[src/rtl/pwm_capture_pkg.sv]
// pwm_capture_pkg
// Shared definitions for the PWM capture block.
//   DEF_NB_CH      default number of capture channels
//   DEF_RESOLUTION default counter/result width in bits
//   CNT_MAX        full-scale counter value at the default resolution
//   ch_result_t    one channel's committed result {ton, period, valid, stuck}
//                  at the default resolution
package pwm_capture_pkg;

    localparam int DEF_NB_CH      = 24;
    localparam int DEF_RESOLUTION = 10;
    localparam logic [DEF_RESOLUTION-1:0] CNT_MAX = '1;

    typedef struct packed {
        logic [DEF_RESOLUTION-1:0] ton;
        logic [DEF_RESOLUTION-1:0] period;
        logic                      valid;
        logic                      stuck;
    } ch_result_t;

endpackage

[src/rtl/pwm_capture_ch.sv]
// pwm_capture_ch
// One capture channel: 3-stage synchronizer, edge detect, saturating cycle
// counter, armed / pending-high-time logic and the committed result registers.
// Optional feature macro: PWM_CAPTURE_TIMEOUT_EN (commit a "stuck" result
// once per stall when the counter saturates without a rising edge).
// Ports:
//   clk     system clock
//   rst_n   synchronous active-low reset
//   pwm_in  asynchronous PWM input
//   ton     committed high time in cycles
//   period  committed period in cycles
//   valid   at least one measurement committed
//   stuck   last commit came from the timeout path (0 when feature disabled)
//   commit  one-cycle pulse: the result registers update at this edge
module pwm_capture_ch
    import pwm_capture_pkg::*;
#(
    parameter int RESOLUTION = DEF_RESOLUTION
) (
    input  logic                  clk,
    input  logic                  rst_n,
    input  logic                  pwm_in,
    output logic [RESOLUTION-1:0] ton,
    output logic [RESOLUTION-1:0] period,
    output logic                  valid,
    output logic                  stuck,
    output logic                  commit
);

    localparam logic [RESOLUTION-1:0] FULL = '1;

    logic                  s1_reg, s2_reg, s3_reg;
    logic                  rise, fall;
    logic [RESOLUTION-1:0] cnt_reg, cnt_next;
    logic [RESOLUTION-1:0] ton_pend_reg;
    logic [RESOLUTION-1:0] ton_reg, period_reg;
    logic                  armed_reg, valid_reg;
    logic                  timeout;

    assign rise = s2_reg & ~s3_reg;
    assign fall = ~s2_reg & s3_reg;

    // Counter restarts at 1 on the rise cycle so that on the next rise it
    // holds exactly the number of cycles elapsed; it sticks at full scale.
    assign cnt_next = rise              ? RESOLUTION'(1) :
                      (cnt_reg == FULL) ? FULL           :
                                          cnt_reg + RESOLUTION'(1);

`ifdef PWM_CAPTURE_TIMEOUT_EN
    logic stuck_reg;

    // Disarming on the timeout commit guarantees a single commit per stall.
    assign timeout = armed_reg & ~rise & (cnt_reg == FULL);

    always_ff @(posedge clk) begin
        if (!rst_n) begin
            stuck_reg <= 1'b0;
        end else if (rise && armed_reg) begin
            stuck_reg <= 1'b0;
        end else if (timeout) begin
            stuck_reg <= 1'b1;
        end
    end

    assign stuck = stuck_reg;
`else
    assign timeout = 1'b0;
    assign stuck   = 1'b0;
`endif

    assign commit = (rise & armed_reg) | timeout;

    always_ff @(posedge clk) begin
        if (!rst_n) begin
            s1_reg       <= 1'b0;
            s2_reg       <= 1'b0;
            s3_reg       <= 1'b0;
            cnt_reg      <= '0;
            ton_pend_reg <= '0;
            ton_reg      <= '0;
            period_reg   <= '0;
            armed_reg    <= 1'b0;
            valid_reg    <= 1'b0;
        end else begin
            s1_reg  <= pwm_in;
            s2_reg  <= s1_reg;
            s3_reg  <= s2_reg;
            cnt_reg <= cnt_next;

            if (fall) begin
                ton_pend_reg <= cnt_reg;
            end

            if (rise) begin
                // The first rise after reset (or after a timeout) only arms.
                armed_reg <= 1'b1;
                if (armed_reg) begin
                    ton_reg    <= ton_pend_reg;
                    period_reg <= cnt_reg;
                    valid_reg  <= 1'b1;
                end
            end else if (timeout) begin
                ton_reg    <= s2_reg ? FULL : '0;
                period_reg <= FULL;
                valid_reg  <= 1'b1;
                armed_reg  <= 1'b0;
            end
        end
    end

    assign ton    = ton_reg;
    assign period = period_reg;
    assign valid  = valid_reg;

endmodule

[src/rtl/pwm_capture.sv]
// pwm_capture
// Multi-channel PWM capture: measures high time and period of NB_CH
// asynchronous PWM inputs in ClkIn cycles; results are read one channel at a
// time through registered outputs.
// Optional feature macro: PWM_CAPTURE_TIMEOUT_EN (see pwm_capture_ch).
// Ports:
//   ClkIn      system clock
//   nReset     synchronous active-low reset
//   PWMin      asynchronous PWM inputs, one per channel
//   Sel        channel to read
//   RdStrobe   one-cycle read request for channel Sel
//   TonOut     high time of the read channel
//   PeriodOut  period of the read channel
//   Valid      read channel has committed at least one measurement
//   Stuck      read channel's last commit came from timeout
//   NewFlags   per channel: a commit occurred since the last read
module pwm_capture
    import pwm_capture_pkg::*;
#(
    parameter int NB_CH      = DEF_NB_CH,
    parameter int RESOLUTION = DEF_RESOLUTION,
    parameter int SEL_W      = $clog2(NB_CH)
) (
    input  logic                  ClkIn,
    input  logic                  nReset,
    input  logic [NB_CH-1:0]      PWMin,
    input  logic [SEL_W-1:0]      Sel,
    input  logic                  RdStrobe,
    output logic [RESOLUTION-1:0] TonOut,
    output logic [RESOLUTION-1:0] PeriodOut,
    output logic                  Valid,
    output logic                  Stuck,
    output logic [NB_CH-1:0]      NewFlags
);

    logic [RESOLUTION-1:0] ton_arr    [NB_CH];
    logic [RESOLUTION-1:0] period_arr [NB_CH];
    logic [NB_CH-1:0]      valid_vec, stuck_vec, commit_vec;
    logic [NB_CH-1:0]      rd_clear;
    logic [NB_CH-1:0]      new_flags_reg, new_flags_next;
    logic                  sel_ok;

    logic [RESOLUTION-1:0] ton_out_reg, period_out_reg;
    logic                  valid_out_reg, stuck_out_reg;

    assign sel_ok = ({1'b0, Sel} < (SEL_W+1)'(NB_CH));

    always_comb begin
        rd_clear = '0;
        if (RdStrobe && sel_ok) begin
            rd_clear[Sel] = 1'b1;
        end
    end

    generate
        for (genvar gi = 0; gi < NB_CH; gi++) begin : g_ch
            pwm_capture_ch #(
                .RESOLUTION (RESOLUTION)
            ) u_ch (
                .clk    (ClkIn),
                .rst_n  (nReset),
                .pwm_in (PWMin[gi]),
                .ton    (ton_arr[gi]),
                .period (period_arr[gi]),
                .valid  (valid_vec[gi]),
                .stuck  (stuck_vec[gi]),
                .commit (commit_vec[gi])
            );

            // A commit in the same cycle as a read of this channel wins.
            assign new_flags_next[gi] = commit_vec[gi] |
                                        (new_flags_reg[gi] & ~rd_clear[gi]);
        end
    endgenerate

    // Reads sample the channel registers before this edge's commit, so a
    // simultaneous commit shows up on the following read.
    always_ff @(posedge ClkIn) begin
        if (!nReset) begin
            ton_out_reg    <= '0;
            period_out_reg <= '0;
            valid_out_reg  <= 1'b0;
            stuck_out_reg  <= 1'b0;
            new_flags_reg  <= '0;
        end else begin
            new_flags_reg <= new_flags_next;
            if (RdStrobe) begin
                if (sel_ok) begin
                    ton_out_reg    <= ton_arr[Sel];
                    period_out_reg <= period_arr[Sel];
                    valid_out_reg  <= valid_vec[Sel];
                    stuck_out_reg  <= stuck_vec[Sel];
                end else begin
                    ton_out_reg    <= '0;
                    period_out_reg <= '0;
                    valid_out_reg  <= 1'b0;
                    stuck_out_reg  <= 1'b0;
                end
            end
        end
    end

    assign TonOut    = ton_out_reg;
    assign PeriodOut = period_out_reg;
    assign Valid     = valid_out_reg;
    assign Stuck     = stuck_out_reg;
    assign NewFlags  = new_flags_reg;

endmodule

[config.mk]
export PLATFORM = sky130hd
export DESIGN_NAME = pwm_capture
export DESIGN_NICKNAME = d
export VERILOG_FILES = /design/src/rtl/pwm_capture_pkg.sv /design/src/rtl/pwm_capture_ch.sv /design/src/rtl/pwm_capture.sv
export SDC_FILE = /design/constraint.sdc
export NUM_CORES = 2
export LEC_CHECK = 0
export CAP_MARGIN = 40
export CORE_UTILIZATION = 50
export DETAILED_ROUTE_END_ITERATION = 6
export PLACE_DENSITY_LB_ADDON = 0.12
export SLEW_MARGIN = 40
export SYNTH_ARGS = -nofsm -noshare
export SYNTH_HDL_FRONTEND = slang
export SYNTH_SLANG_ARGS = --single-unit
[constraint.sdc]
create_clock -name ClkIn -period 4.8 [get_ports ClkIn]
set_clock_uncertainty 0.05 [all_clocks]
set_input_delay 0.96 -clock ClkIn [delete_from_list [all_inputs] [get_ports ClkIn]]
set_output_delay 0.96 -clock ClkIn [all_outputs]
set_load 0.01 [all_outputs]
### Word-level counts from Yosys, hierarchy flattened

Memory sizes are Yosys's and may differ from the RTL's.
Cells that the tools add are included.

* muxes and demuxes: 64
* equality and inequality tests: 24
* div/mod/pow operators: 0
* bitwise operators: 194
* add/subtract/negate cells: 24
* reductions and logical operators: 50
* shift operators: 0
* $mul: 0
* order comparisons: 4

Operators with widths (count)
* two-way mux 10 bit: 30
* adder 10 x 1 -> 10 bit (second input constant): 24
* == test 10 bit (second input constant): 24
* binary-select mux 10 bit (select 5 bit): 2
* bitwise AND 1 bit: 96
* NOT 1 bit: 73
* AND reduction 2 bit: 24
* OR reduction 2 bit: 24
* two-way mux 1 bit: 29
* two-way mux 24 bit: 1
* OR 1 bit: 24
* greater-or-equal comparator 6 bit (second input constant): 1
* less-than comparator 5 x 6 -> 1 bit (second input constant): 1
* NOT 5 -> 6 bit: 1
* binary-select mux 1 bit (select 5 bit): 1
* demux 1 bit (select 5 bit): 1
* greater-or-equal comparator 5 x 1 -> 1 bit (second input constant): 1
* less-than comparator 5 bit (second input constant): 1
* logical AND 1 bit: 2

* memories: 1
* RAM bits: 0
* input bits: 32
* bits in read-only memories: 32
* output and inout bits: 46
* register bits after elaboration: 1126
* word-level logic and storage cells: 606
* latch bits: 0

Memories
* (no name shown): depth 32, bits a word 1, rd ports 1, clocked after memory_dff 0, wr ports 0, RTL line pwm_capture.sv:92 `stuck_out_reg <= stuck_vec[Sel];`

### Longest topological paths before layout

* depth after elaboration: 8
* mapped depth: 8

### Cells and area by module

From an unflattened synthesis, not the netlist that was laid out.

* cell total of the unflattened synthesis: 5597
* area, all modules: 46231.8 um^2

Modules (own cells, without submodules)
* pwm_capture_ch: area an instance 1672.9 um^2, instances 24, sequential area each 900.9 um^2, cells each 204
* pwm_capture: area an instance 6083.3 um^2, instances 1, sequential area each 920.9 um^2, cells each 701

### Least setup slack after synthesis

No wires, ideal clock.

* path type: in2reg
* start point: input port Sel[0]
* end point: register period_out_reg[4] (netlist: PeriodOut[4])
* slack: 2362 ps
* setup time: 127 ps
* stages on the path: 6
* arrival: 2261 ps
* path through: buf_2 -> buf_6 -> buf_6 -> mux4_2 -> a211oi_1 -> a21oi_1

* word-level cells in the longest chain between the ends: 5
* elaborated cells between the ends (all ways): 6

Ends and longest elaborated chain
* from (decl): RTL line pwm_capture.sv:27 `input logic [SEL_W-1:0] Sel,`
* NOT 5 -> 6 bit (implied by the code): RTL line pwm_capture.sv:90 `period_out_reg <= period_arr[Sel];`
* binary-select mux 10 bit (select 5 bit): RTL line pwm_capture.sv:90
* two-way mux 10 bit (implied by the code) (2 in series): RTL line pwm_capture.sv:90
* two-way mux 10 bit *: RTL line pwm_capture.sv:88 `if (sel_ok) begin`
* to (signal assigned): RTL line pwm_capture.sv:90
* to (decl): RTL line pwm_capture.sv:43 `logic [RESOLUTION-1:0] ton_out_reg, period_out_reg;`

Every way passes the cells marked *; elsewhere a longest branch is shown, timed or not. The select of a mux whose other input is x is not followed.
A chain may end at the register's enable or synchronous reset.

### Final worst setup path

* start point: input port Sel[2]
* end point: register ton_out_reg[4] (netlist: TonOut[4])

* word-level cells in the longest chain between the ends: 5
* elaborated cells between the ends (all ways): 6

Ends and longest elaborated chain
* NOT 5 -> 6 bit (implied by the code): RTL line pwm_capture.sv:89 `ton_out_reg <= ton_arr[Sel];`
* binary-select mux 10 bit (select 5 bit): RTL line pwm_capture.sv:89
* two-way mux 10 bit (implied by the code) (2 in series): RTL line pwm_capture.sv:89
* two-way mux 10 bit *: RTL line pwm_capture.sv:88
* to (signal assigned): RTL line pwm_capture.sv:89
* to (decl): RTL line pwm_capture.sv:43

Marked as above.

==> results.txt <==
----------------------------------------------------
[Timing]
  Tmin final ... 3.08 ns
  Final count of pins violating max slew ... 0
  Total negative slack ... 0 ns
  Tcrit/Tclk final ... 64.1%
  RSZ-0062 raised after global routing ... false
  Fin Hold WS ... 0.380 ns
  Final hold violations ... 0
  Headroom to the max-slew limit ... 43.3%
  Slew at the pin with the worst max-slew slack ... 0.849 ns
  Number of failing setup endpoints in the final timing report ... 0
  Fmax ... 325 MHz

[Pwr]
  Combinational cell fraction of total power ... 3.2%
  Switching part of the total power ... 22.1%
  Worst voltage drop across the vdd grid ... 0.332 mV
  Power density cells ... 393 mW/mm^2
  Leak ... 16.5 nW
  Net load switching power ... 0.00430 W
  Clock network fraction of total power ... 47.6%
  Part of the total power dissipated in sequential elements ... 49.2%
  Internal power consumption ... 0.0151 W

[Final layout]
  Leading cell type in the layout, fill and taps excluded ... sky130_fd_sc_hd__nand2_1
  Synth-to-layout area growth ... 12.0%
  Layout fillers ... 8171
  Number of nets in the layout ... 5306
  Flip-flop and latch area ... 0.0225 mm^2
  Share of cells above drive strength 1 ... 5.56%
  Most frequent cells in the layout ... sky130_fd_sc_hd__nand2_1 (1530), sky130_fd_sc_hd__dfxtp_1 (1125), sky130_fd_sc_hd__a21oi_1 (937), sky130_fd_sc_hd__mux2i_1 (224), sky130_fd_sc_hd__nor2_1 (200)
  Area of the multi-input gates ... 0.0202 mm^2

[Drt]
  Total number of vias ... 36900
  Post-DRT Antenna Nets ... 0
  Detail-routed net length per standard cell ... 21.3 um
  DRC violations left ... 0
  Number of DRC violations after detailed-routing iteration 0 ... 3182
  Vias per inst ... 5.68
  Number of iterations in the first detailed-routing pass ... 6
  DRT Wirelength ... 138 mm

[Synthesis]
  Post-synthesis register bit count ... 1125
  Portion of synthesized cell area occupied by the leading cell type ... 50.9%
  Top flip-flop cell by instance count after synthesis ... sky130_fd_sc_hd__dfxtp_1
  Gate Count Post-Synth ... 5350
  Async set-reset flop share out of synthesis ... 0%
  Sequential fraction of the synthesis area ... 50.9%
  Average cell area after synthesis ... 8.26 um^2
  Post-synthesis cell area ... 0.0442 mm^2
  Top cells by area in the synthesized netlist ... sky130_fd_sc_hd__dfxtp_1 (51%), sky130_fd_sc_hd__nand2_1 (13%), sky130_fd_sc_hd__a21oi_1 (11%), sky130_fd_sc_hd__mux2i_1 (5.1%), sky130_fd_sc_hd__clkbuf_1 (2.1%)
  Post-synthesis cell type with the largest combined area ... sky130_fd_sc_hd__dfxtp_1
  Number of distinct library cells after synthesis ... 48
  Number of nets in the synthesized netlist ... 5406
  Number of warnings reported in the yosys synthesis log ... 0
  Post-synth EDFFs ... 0

[Place]
  Detailed placement HPWL ... 99.6 mm
  Total of buffers placed on input and output ports ... 76
  Final GP Congestion ... 0.984

[Die]
  Area inside the core boundary ... 0.0872 mm^2
  Die boundary width ... 299 um
  I/O pin total ... 78
  Standard-cell rows ... 108
  Die height ... 299 um
  Total Die Area ... 0.0896 mm^2
  Initial Util ... 50.7%

[Clocking]
  Insertion delay of the later-clocked pin in the worst-skew pair ... 0.70 ns
  Library cell used as clock root buffer ... sky130_fd_sc_hd__clkbuf_16
  Clock slew at reported path FFs ... 0.06 ns
  TritonCTS clock tree ... done
  Max clock buf depth ... 3
  CTS buffer count ... 116
  Post-CTS setup repair buffer count ... 0
  Post-cts resize count ... 0
  Total of hold buffers inserted after clock tree synthesis ... 0
  # H-tree levels ... 3
  Sink Count ... 1125

[GRT]
  Number of global-route vias before repair ... 33500
  Overflow after GRT ... 0
  All-Layer GR Usage ... 30.4%
  First-pass GRT wire length ... 210 mm
  Maximum number of pins on one net before global-route repair ... 136
  Number of antenna violations at the first check in global routing ... 4

[Run status]
  Run status ... completed

[Flow run]
  Max-capacitance violation count ... 0

[Min path]
  Hold/Removal Path Class ... flip-flop to flip-flop
  Origin of the worst min-delay path ... g_ch[20].u_ch.s1_reg$_SDFF_PN0_

[Setup path]
  CP Capture Type ... flip-flop
  Worst Path Arrival ... 3.57 ns
  Worst reg2reg path startpoint ... g_ch[14].u_ch.ton[4]$_SDFFE_PN0P_
  CP Launch Point ... Sel[2]
  Maximum net fanout on the critical path ... 21
  Required time at the endpoint of the critical path ... 5.30 ns
  Startpoint kind of the worst setup timing path ... input pin
  Critical Setup Path Class ... input pin to flip-flop

----------------------------------------------------
## synthesized netlist by cell type, types with 19 or more instances
| library cell | instances |
|---|---|
| sky130_fd_sc_hd__o21ai_0 | 49 |
| sky130_fd_sc_hd__nor4_1 | 35 |
| sky130_fd_sc_hd__dfxtp_1 | 1125 |
| sky130_fd_sc_hd__a21oi_1 | 937 |
| sky130_fd_sc_hd__and3_1 | 33 |
| sky130_fd_sc_hd__mux4_2 | 21 |
| sky130_fd_sc_hd__buf_2 | 41 |
| sky130_fd_sc_hd__clkbuf_1 | 250 |
| sky130_fd_sc_hd__o22ai_1 | 84 |
| sky130_fd_sc_hd__and4_1 | 19 |
| sky130_fd_sc_hd__nor2b_1 | 72 |
| sky130_fd_sc_hd__and2_1 | 106 |
| sky130_fd_sc_hd__xnor2_1 | 64 |
| sky130_fd_sc_hd__mux2i_1 | 224 |
| sky130_fd_sc_hd__buf_1 | 38 |
| sky130_fd_sc_hd__nor2_1 | 200 |
| sky130_fd_sc_hd__nand4_1 | 42 |
| sky130_fd_sc_hd__a211oi_1 | 51 |
| sky130_fd_sc_hd__nor3_1 | 44 |
| sky130_fd_sc_hd__a31oi_1 | 35 |
| sky130_fd_sc_hd__inv_1 | 46 |
| sky130_fd_sc_hd__ha_1 | 24 |
| sky130_fd_sc_hd__nand2b_1 | 49 |
| sky130_fd_sc_hd__nand3_1 | 81 |
| sky130_fd_sc_hd__nand2_1 | 1544 |
| sky130_fd_sc_hd__xor2_1 | 47 |
| sky130_fd_sc_hd__o21bai_1 | 21 |
## per-layer routing
| layer | up-vias | wire, um | track usage (%) |
|---|---|---|---|
| met5 | - | 13 | 0 |
| met4 | 2 | 3940 | 8.90 |
| met3 | 200 | 8860 | 4.70 |
| met2 | 1032 | 62900 | 47.8 |
| met1 | 17800 | 62600 | 43.0 |
| li1 | 17800 | - | - |
## cells by family (layout without fill, tap and decap cells)
logic type	count (synthesis)	after routing	share of synthesized area (%)
other	1	4	0.00848
xor gates and xnor gates	111	111	2.20
muxes	247	247	6.19
buffers and inverters	381	373	3.42
adders and majority gates	24	24	0.679
and+or+nand+nor	2255	2255	21.9
DFF	1125	1125	50.9
AOI/OAI and AO/OA	1206	1206	14.6
## power by group through the flow
stage / sequential [W] / combinational (W) / clock [W]
after floorplan: 0.00972 / 0.000454 / 0
after global placement: 0.00977 / 0.000617 / 0
after detailed placement: 0.00977 / 0.000623 / 0
after CTS: 0.00957 / 0.000625 / 0.00937
after global routing: 0.00958 / 0.000687 / 0.00977
final: 0.00957 / 0.000629 / 0.00925
## cell type report
cell class	instances	share of cell area (%)
clock buffers	173	7.01
inverters	47	0.382
diodes	3	0.0152
repair buffers	116	2.42
multi-input cells	3844	40.9
flip-flops and latches	1125	45.5
clock inverters	37	0.912
well taps	1155	2.92
## metrics by stage
step / power [W] / utilization [%] / worst slack (ns) / cell area, um^2 / std cells
after floorplan: 0.0102 / - / 2.36 / 44200 / 5350
after global placement: 0.0104 / 52.2 / 1.07 / 45500 / 6282
after detailed placement: 0.0104 / 52.2 / 1.16 / 45500 / 6284
after CTS: 0.0196 / 56.7 / 1.86 / 49400 / 6494
after global routing: 0.0200 / 56.8 / 1.67 / 49500 / 6499
final: 0.0194 / 56.8 / 1.72 / 49500 / 6500
## critical path, cell delays in order
cell                              delay [ns]
sky130_fd_sc_hd__clkdlybuf4s50_1        0.91
sky130_fd_sc_hd__or4b_1                 0.71
sky130_fd_sc_hd__nor2_1                 0.15
sky130_fd_sc_hd__a211oi_1               0.69
sky130_fd_sc_hd__a21oi_1                0.15
## worst paths after layout
path,end,slack (ns),cells past startpoint
max,TonOut[4]$_SDFFE_PN0P_,1.72,5
min,g_ch[20].u_ch.s2_reg$_SDFF_PN0_,0.38,1
max reg2reg,TonOut[4]$_SDFFE_PN0P_,2.87,3
min reg2reg,g_ch[20].u_ch.s2_reg$_SDFF_PN0_,0.38,1
No activity file was read; power rests on OpenSTA's default activity.
